**src/rtl/bist_supervisor_pkg.sv**
```systemverilog
// Shared definitions for the BIST session supervisor: FSM state encoding and
// the golden MISR signatures used by both the BIST top level and the supervisor.
package bist_supervisor_pkg;

  typedef enum logic [1:0] {
    ST_IDLE   = 2'd0,
    ST_LAUNCH = 2'd1,
    ST_WAIT   = 2'd2,
    ST_REPORT = 2'd3
  } state_t;

  localparam logic [7:0]  SIG_GOLDEN_8  = 8'hF9;
  localparam logic [15:0] SIG_GOLDEN_16 = 16'h6BD2;

endpackage

```
**src/rtl/bist_timeout_counter.sv**
```systemverilog
// Session watchdog: counts enabled cycles since the last clear and flags the
// final permitted cycle so the supervisor can end a hung run.
module bist_timeout_counter #(
  parameter int TIMEOUT_CYCLES = 1024
) (
  input  logic clock,
  input  logic reset,
  input  logic clear,
  input  logic enable,
  output logic expired
);

  localparam int            W    = $clog2(TIMEOUT_CYCLES);
  localparam logic [W-1:0]  LAST = W'(TIMEOUT_CYCLES - 1);

  logic [W-1:0] count;

  always_ff @(posedge clock or negedge reset) begin
    if (!reset)      count <= '0;
    else if (clear)  count <= '0;
    else if (enable) count <= count + W'(1);
  end

  assign expired = (count == LAST);

endmodule

```
**src/rtl/bist_supervisor.sv**
```systemverilog
// Host-side BIST session manager: launches a run, captures the MISR signature
// on the first fresh rise of bist_end, bounds the run with a timeout and
// keeps saturating run/fail counters.
module bist_supervisor
  import bist_supervisor_pkg::*;
#(
  parameter int                   MISR_BITS       = 8,
  parameter logic [MISR_BITS-1:0] SIGNATURE_VALID = MISR_BITS'(SIG_GOLDEN_8),
  parameter int                   TIMEOUT_CYCLES  = 1024,
  parameter int                   CNT_W           = 8
) (
  input  logic                 clock,
  input  logic                 reset,
  input  logic                 go,
  input  logic                 clear_counts,
  output logic                 bist_start,
  input  logic                 bist_end,
  input  logic [MISR_BITS-1:0] signature_in,
  output logic                 busy,
  output logic                 result_valid,
  output logic                 pass,
  output logic                 timeout,
  output logic [MISR_BITS-1:0] signature_q,
  output logic [CNT_W-1:0]     run_count,
  output logic [CNT_W-1:0]     fail_count
);

  state_t state;
  logic   bist_end_q;
  logic   rise;
  logic   expired;

  assign rise = bist_end & ~bist_end_q;

  bist_timeout_counter #(
    .TIMEOUT_CYCLES(TIMEOUT_CYCLES)
  ) u_timer (
    .clock  (clock),
    .reset  (reset),
    .clear  ((state == ST_IDLE) && go),
    .enable (state == ST_WAIT),
    .expired(expired)
  );

  // bist_end is tracked in every state so LAUNCH sees a stale high level
  // and WAIT only reacts to a genuine 0->1 transition.
  always_ff @(posedge clock or negedge reset) begin
    if (!reset) bist_end_q <= 1'b0;
    else        bist_end_q <= bist_end;
  end

  always_ff @(posedge clock or negedge reset) begin
    if (!reset) begin
      state        <= ST_IDLE;
      bist_start   <= 1'b0;
      busy         <= 1'b0;
      result_valid <= 1'b0;
      pass         <= 1'b0;
      timeout      <= 1'b0;
      signature_q  <= '0;
    end else begin
      case (state)
        ST_IDLE: begin
          if (go) begin
            state      <= ST_LAUNCH;
            bist_start <= 1'b1;
            busy       <= 1'b1;
          end
        end
        ST_LAUNCH: state <= ST_WAIT;
        ST_WAIT: begin
          // A rise on the expiry cycle still counts as a completed run.
          if (rise) begin
            signature_q  <= signature_in;
            pass         <= (signature_in == SIGNATURE_VALID);
            timeout      <= 1'b0;
            state        <= ST_REPORT;
            bist_start   <= 1'b0;
            result_valid <= 1'b1;
          end else if (expired) begin
            pass         <= 1'b0;
            timeout      <= 1'b1;
            state        <= ST_REPORT;
            bist_start   <= 1'b0;
            result_valid <= 1'b1;
          end
        end
        ST_REPORT: begin
          state        <= ST_IDLE;
          busy         <= 1'b0;
          result_valid <= 1'b0;
        end
        default: state <= ST_IDLE;
      endcase
    end
  end

  always_ff @(posedge clock or negedge reset) begin
    if (!reset) begin
      run_count  <= '0;
      fail_count <= '0;
    end else if (clear_counts) begin
      run_count  <= '0;
      fail_count <= '0;
    end else if (state == ST_REPORT) begin
      if (run_count != '1)
        run_count <= run_count + CNT_W'(1);
      if (!pass && (fail_count != '1))
        fail_count <= fail_count + CNT_W'(1);
    end
  end

endmodule
```
**config.mk**
```make
export PLATFORM = sky130hd
export DESIGN_NAME = bist_supervisor
export DESIGN_NICKNAME = d
export VERILOG_FILES = /design/src/rtl/bist_supervisor_pkg.sv /design/src/rtl/bist_timeout_counter.sv /design/src/rtl/bist_supervisor.sv
export SDC_FILE = /design/constraint.sdc
export NUM_CORES = 1
export LEC_CHECK = 0
export BUFFER_PORTS_ARGS = -buffer_cell sky130_fd_sc_hd__buf_4
export CAP_MARGIN = 20
export CELL_PAD_IN_SITES_DETAIL_PLACEMENT = 1
export CELL_PAD_IN_SITES_GLOBAL_PLACEMENT = 2
export CORE_MARGIN = 2
export CORE_UTILIZATION = 31
export CTS_CLUSTER_DIAMETER = 50
export DETAILED_ROUTE_END_ITERATION = 16
export PLACE_DENSITY = 0.84
export SLEW_MARGIN = 20
export SYNTH_ARGS = -nofsm -noshare
export SYNTH_HDL_FRONTEND = slang
export SYNTH_SLANG_ARGS = --single-unit
```
**constraint.sdc**
```tcl
create_clock -name clock -period 1.5 [get_ports clock]
set_clock_uncertainty 0.1 [all_clocks]
set_input_delay 0.225 -clock clock [delete_from_list [all_inputs] [get_ports clock]]
set_output_delay 0.225 -clock clock [all_outputs]
set_load 0.03 [all_outputs]
```
==> metrics.yaml <==
status: "complete, but fails checks"
violations: "negative setup slack"
nFillCells: 728
fin_ws_ns: -0.08930
place_area_sq_mm: 0.002734
ys_ff_latch: 42
synth.area.top_cells: "dfrtp_1 50%, mux2_2 4.3%, nor2_1 4.3%"
yosysUniqueCellTypes: 47
setup_viol: 5
fp.dieArea_sq_mm: 0.007426
rows: 29
crit_path_top_delay_cell: "dfrtp_1"
overflow: 0
arrival_ns: 1.68
ir_worst_vdd_v: 0.0007166
syn_to_final_growth_pct: 46.26
fmax_mhz: 629.2
clk_transition_reported_paths_ns: 0.08
critPathKind: "flip-flop to flip-flop"
r2r_start: "u_timer.count[0]"
p_leak_nw: 1.406
multiInputGateArea_sq_mm: 0.001175
routed_via_density: 5.074
worst_hold_slack_ns: 0.05971
dr.pass1.iters: 4
initialDrtViolationCount: 31
synth-edff-count: 0
wirelength_mm: 5.577
syn_area_sq_mm: 0.002093
tritoncts: "yes"
crit_family: "flip-flops"
cp_num_cells: 5
rr_endpoint: "state[1]"
nets: 292
fin_crit_sh_pct: 106.0
r2r_slack_ns: -0.09
drv_slew: 0
cap_violations: 0
port_buffers: 41
ant_nets: 0
cts_root_buf: "clkbuf_8"
relSlewSlack_pct: 62.23
ys_top_cells_by_count: "42 x dfrtp_1, 24 x nor2_1, 10 x xor2_1, 9 x nand2_1, 8 x mux2_2"
initial_utilization_pct: 32.59
yosys.cell_count.top_type: "dfrtp_1"
place_ws_ns: -0.1589
area.sequential_sq_mm: 0.001060
crit_chain: "ha_2, and4_4, a31oi_4, a21oi_2, mux2_4"
synth.avg_cell_area_sq_um: 10.90
final_util_pct: 47.67
gp_congestion: 0.7436
final_area_sq_mm: 0.003062
ys_seq_area_share_pct: 50.21
tightest_slew_ns: 0.5666
synth.top_cell.area_share_pct: 50.21
slowest_delay_ns: 0.37
hold_violations: 0
grt_usage_pct: 15.30
grt_pass1_vias: 1870
rsz0062_at_grt: "true"
synth_top_cell_by_area: "dfrtp_1"
worstRegToRegCells: 5
vias: 1776
clkSinkCount: 42
yosys_most_used_dff: "dfrtp_1"
antenna_cells: 0
num_io_pins: 42
worstSetupEndpoint: "state[1]"
route.detailed.drc: 0
layout-drive-gt1-share_pct: 49.45
power_density_mw_per_mm2: 1535
core-area_sq_mm: 0.006422
grt_pass1_wl_mm: 9.066
post-dp-hpwl_mm: 3.838
crit_path_max_fanout: 2
fin_crit_ns: 1.589
start_kind: "flip-flop"
insertion_delay_ns: 0.30
yosys_warnings: 0
cts_buffers: 5
ys_async_sr_fraction_pct: 100.0
crit_start: "u_timer.count[0]"
dieWidth_microns: 86.18
end_kind: "flip-flop"
required_ns: 1.59
wire_per_inst_microns: 15.93
postSynthCellCount: 192
grt_max_degree: 43
die_h_microns: 86.18
cts.path.max_buffers: 2
syn_nets: 212
hp-class: "input pin to flip-flop"
antenna_found_initial: 0
htreeDepth: 2
timing.critical_path.buf_inv: 0
## metal layers
layer,GRT usage (%),up-vias,wire length [microns]
met2,26.85,37,2945
met3,3.524,10,202
li1,-,848,-
met5,0,-,0
met1,18.85,881,2329
met4,4.403,0,99
## worst register-to-register path, stage by stage (launching register included)
cell and delay [ns]:
dfrtp_1 0.37, ha_2 0.19, and4_4 0.23, a31oi_4 0.09
a21oi_2 0.19, mux2_4 0.31
## kinds of logic (layout without fill, tap and decap cells)
logic type / Yosys count / after routing / synth area share, %
muxes: 16 / 16 / 8.189
DFF: 42 / 42 / 50.21
adders and majority gates: 7 / 7 / 4.184
xor gates and xnor gates: 12 / 12 / 5.021
and+or+nand+nor: 71 / 71 / 18.41
buffers and inverters: 13 / 94 / 2.630
AOI/OAI and AO/OA: 31 / 31 / 11.36
## flip-flops by register name (all words and copies together), names as in the netlist
signal	flops
u_timer.count	10
fail_count	8
run_count	8
signature_q	8
state	2
bist_end_q	1
bist_start	1
busy	1
pass	1
result_valid	1
timeout	1
## cell type report
cell class                 count  area share (%)
multi-input combinational    137           38.37
tap                           77           3.147
clock inverter                 2          0.4087
timing repair buffer          79           19.90
inverter                       7          0.8582
sequential                    42           34.61
clock buffer                   6           2.697
## timing repair
item / in CTS / in global routing
buffers inserted: 4 / 7
pin swaps: 5 / 9
endpoints found under the hold margin: 43 / 0
resized for setup: 17 / 18
endpoints found under the setup margin: 33 / 31
cloned: 0 / 0
hold buffers: 2 / 0
## metrics by stage
step,instances,power (mW),TNS (ns)
after global routing,350,4.995,-1.184
after global placement,329,3.464,-0.8090
final,350,4.699,-0.2185
after floorplan,192,2.776,-0.07963
after detailed placement,329,3.537,-2.050
after CTS,343,4.548,-0.5364
## worst min path at each step
| stage | to | start | slack, ns | depth (start not counted) |
|---|---|---|---|---|
| 3_5_place_dp | run_count[6] | reset | 0.16 | 1 |
| 6_report | signature_q[2] | signature_in[2] | 0.06 | 2 |
| 2_1_floorplan | bist_end_q | reset | -0.17 | 0 |
| 4_1_cts | signature_q[2] | signature_in[2] | 0.05 | 2 |
| 5_1_grt | signature_q[5] | signature_in[5] | 0.06 | 2 |
| 3_3_place_gp | run_count[6] | reset | 0.16 | 1 |
## cell usage in the layout, fill, tap and decap left out, drive strengths merged, types with 6 or more instances in the layout
master / netlist / routed
buf: 3 / 77
dfrtp: 42 / 42
nor2: 24 / 24
xor2: 10 / 10
mux2: 9 / 9
nand2: 9 / 9
mux2i: 7 / 7
inv: 7 / 7
ha: 7 / 7
o21ai: 7 / 7
clkbuf: 3 / 6
nand4: 6 / 6
nor2b: 6 / 6
and3: 6 / 6
a21oi: 6 / 6
## power by group
| group | switching (mW) | internal [mW] |
|---|---|---|
| clock network | 0.424 | 0.371 |
| logic | 1.15 | 1.12 |
| registers | 0.209 | 1.42 |
No activity file was read; power rests on OpenSTA's default activity.
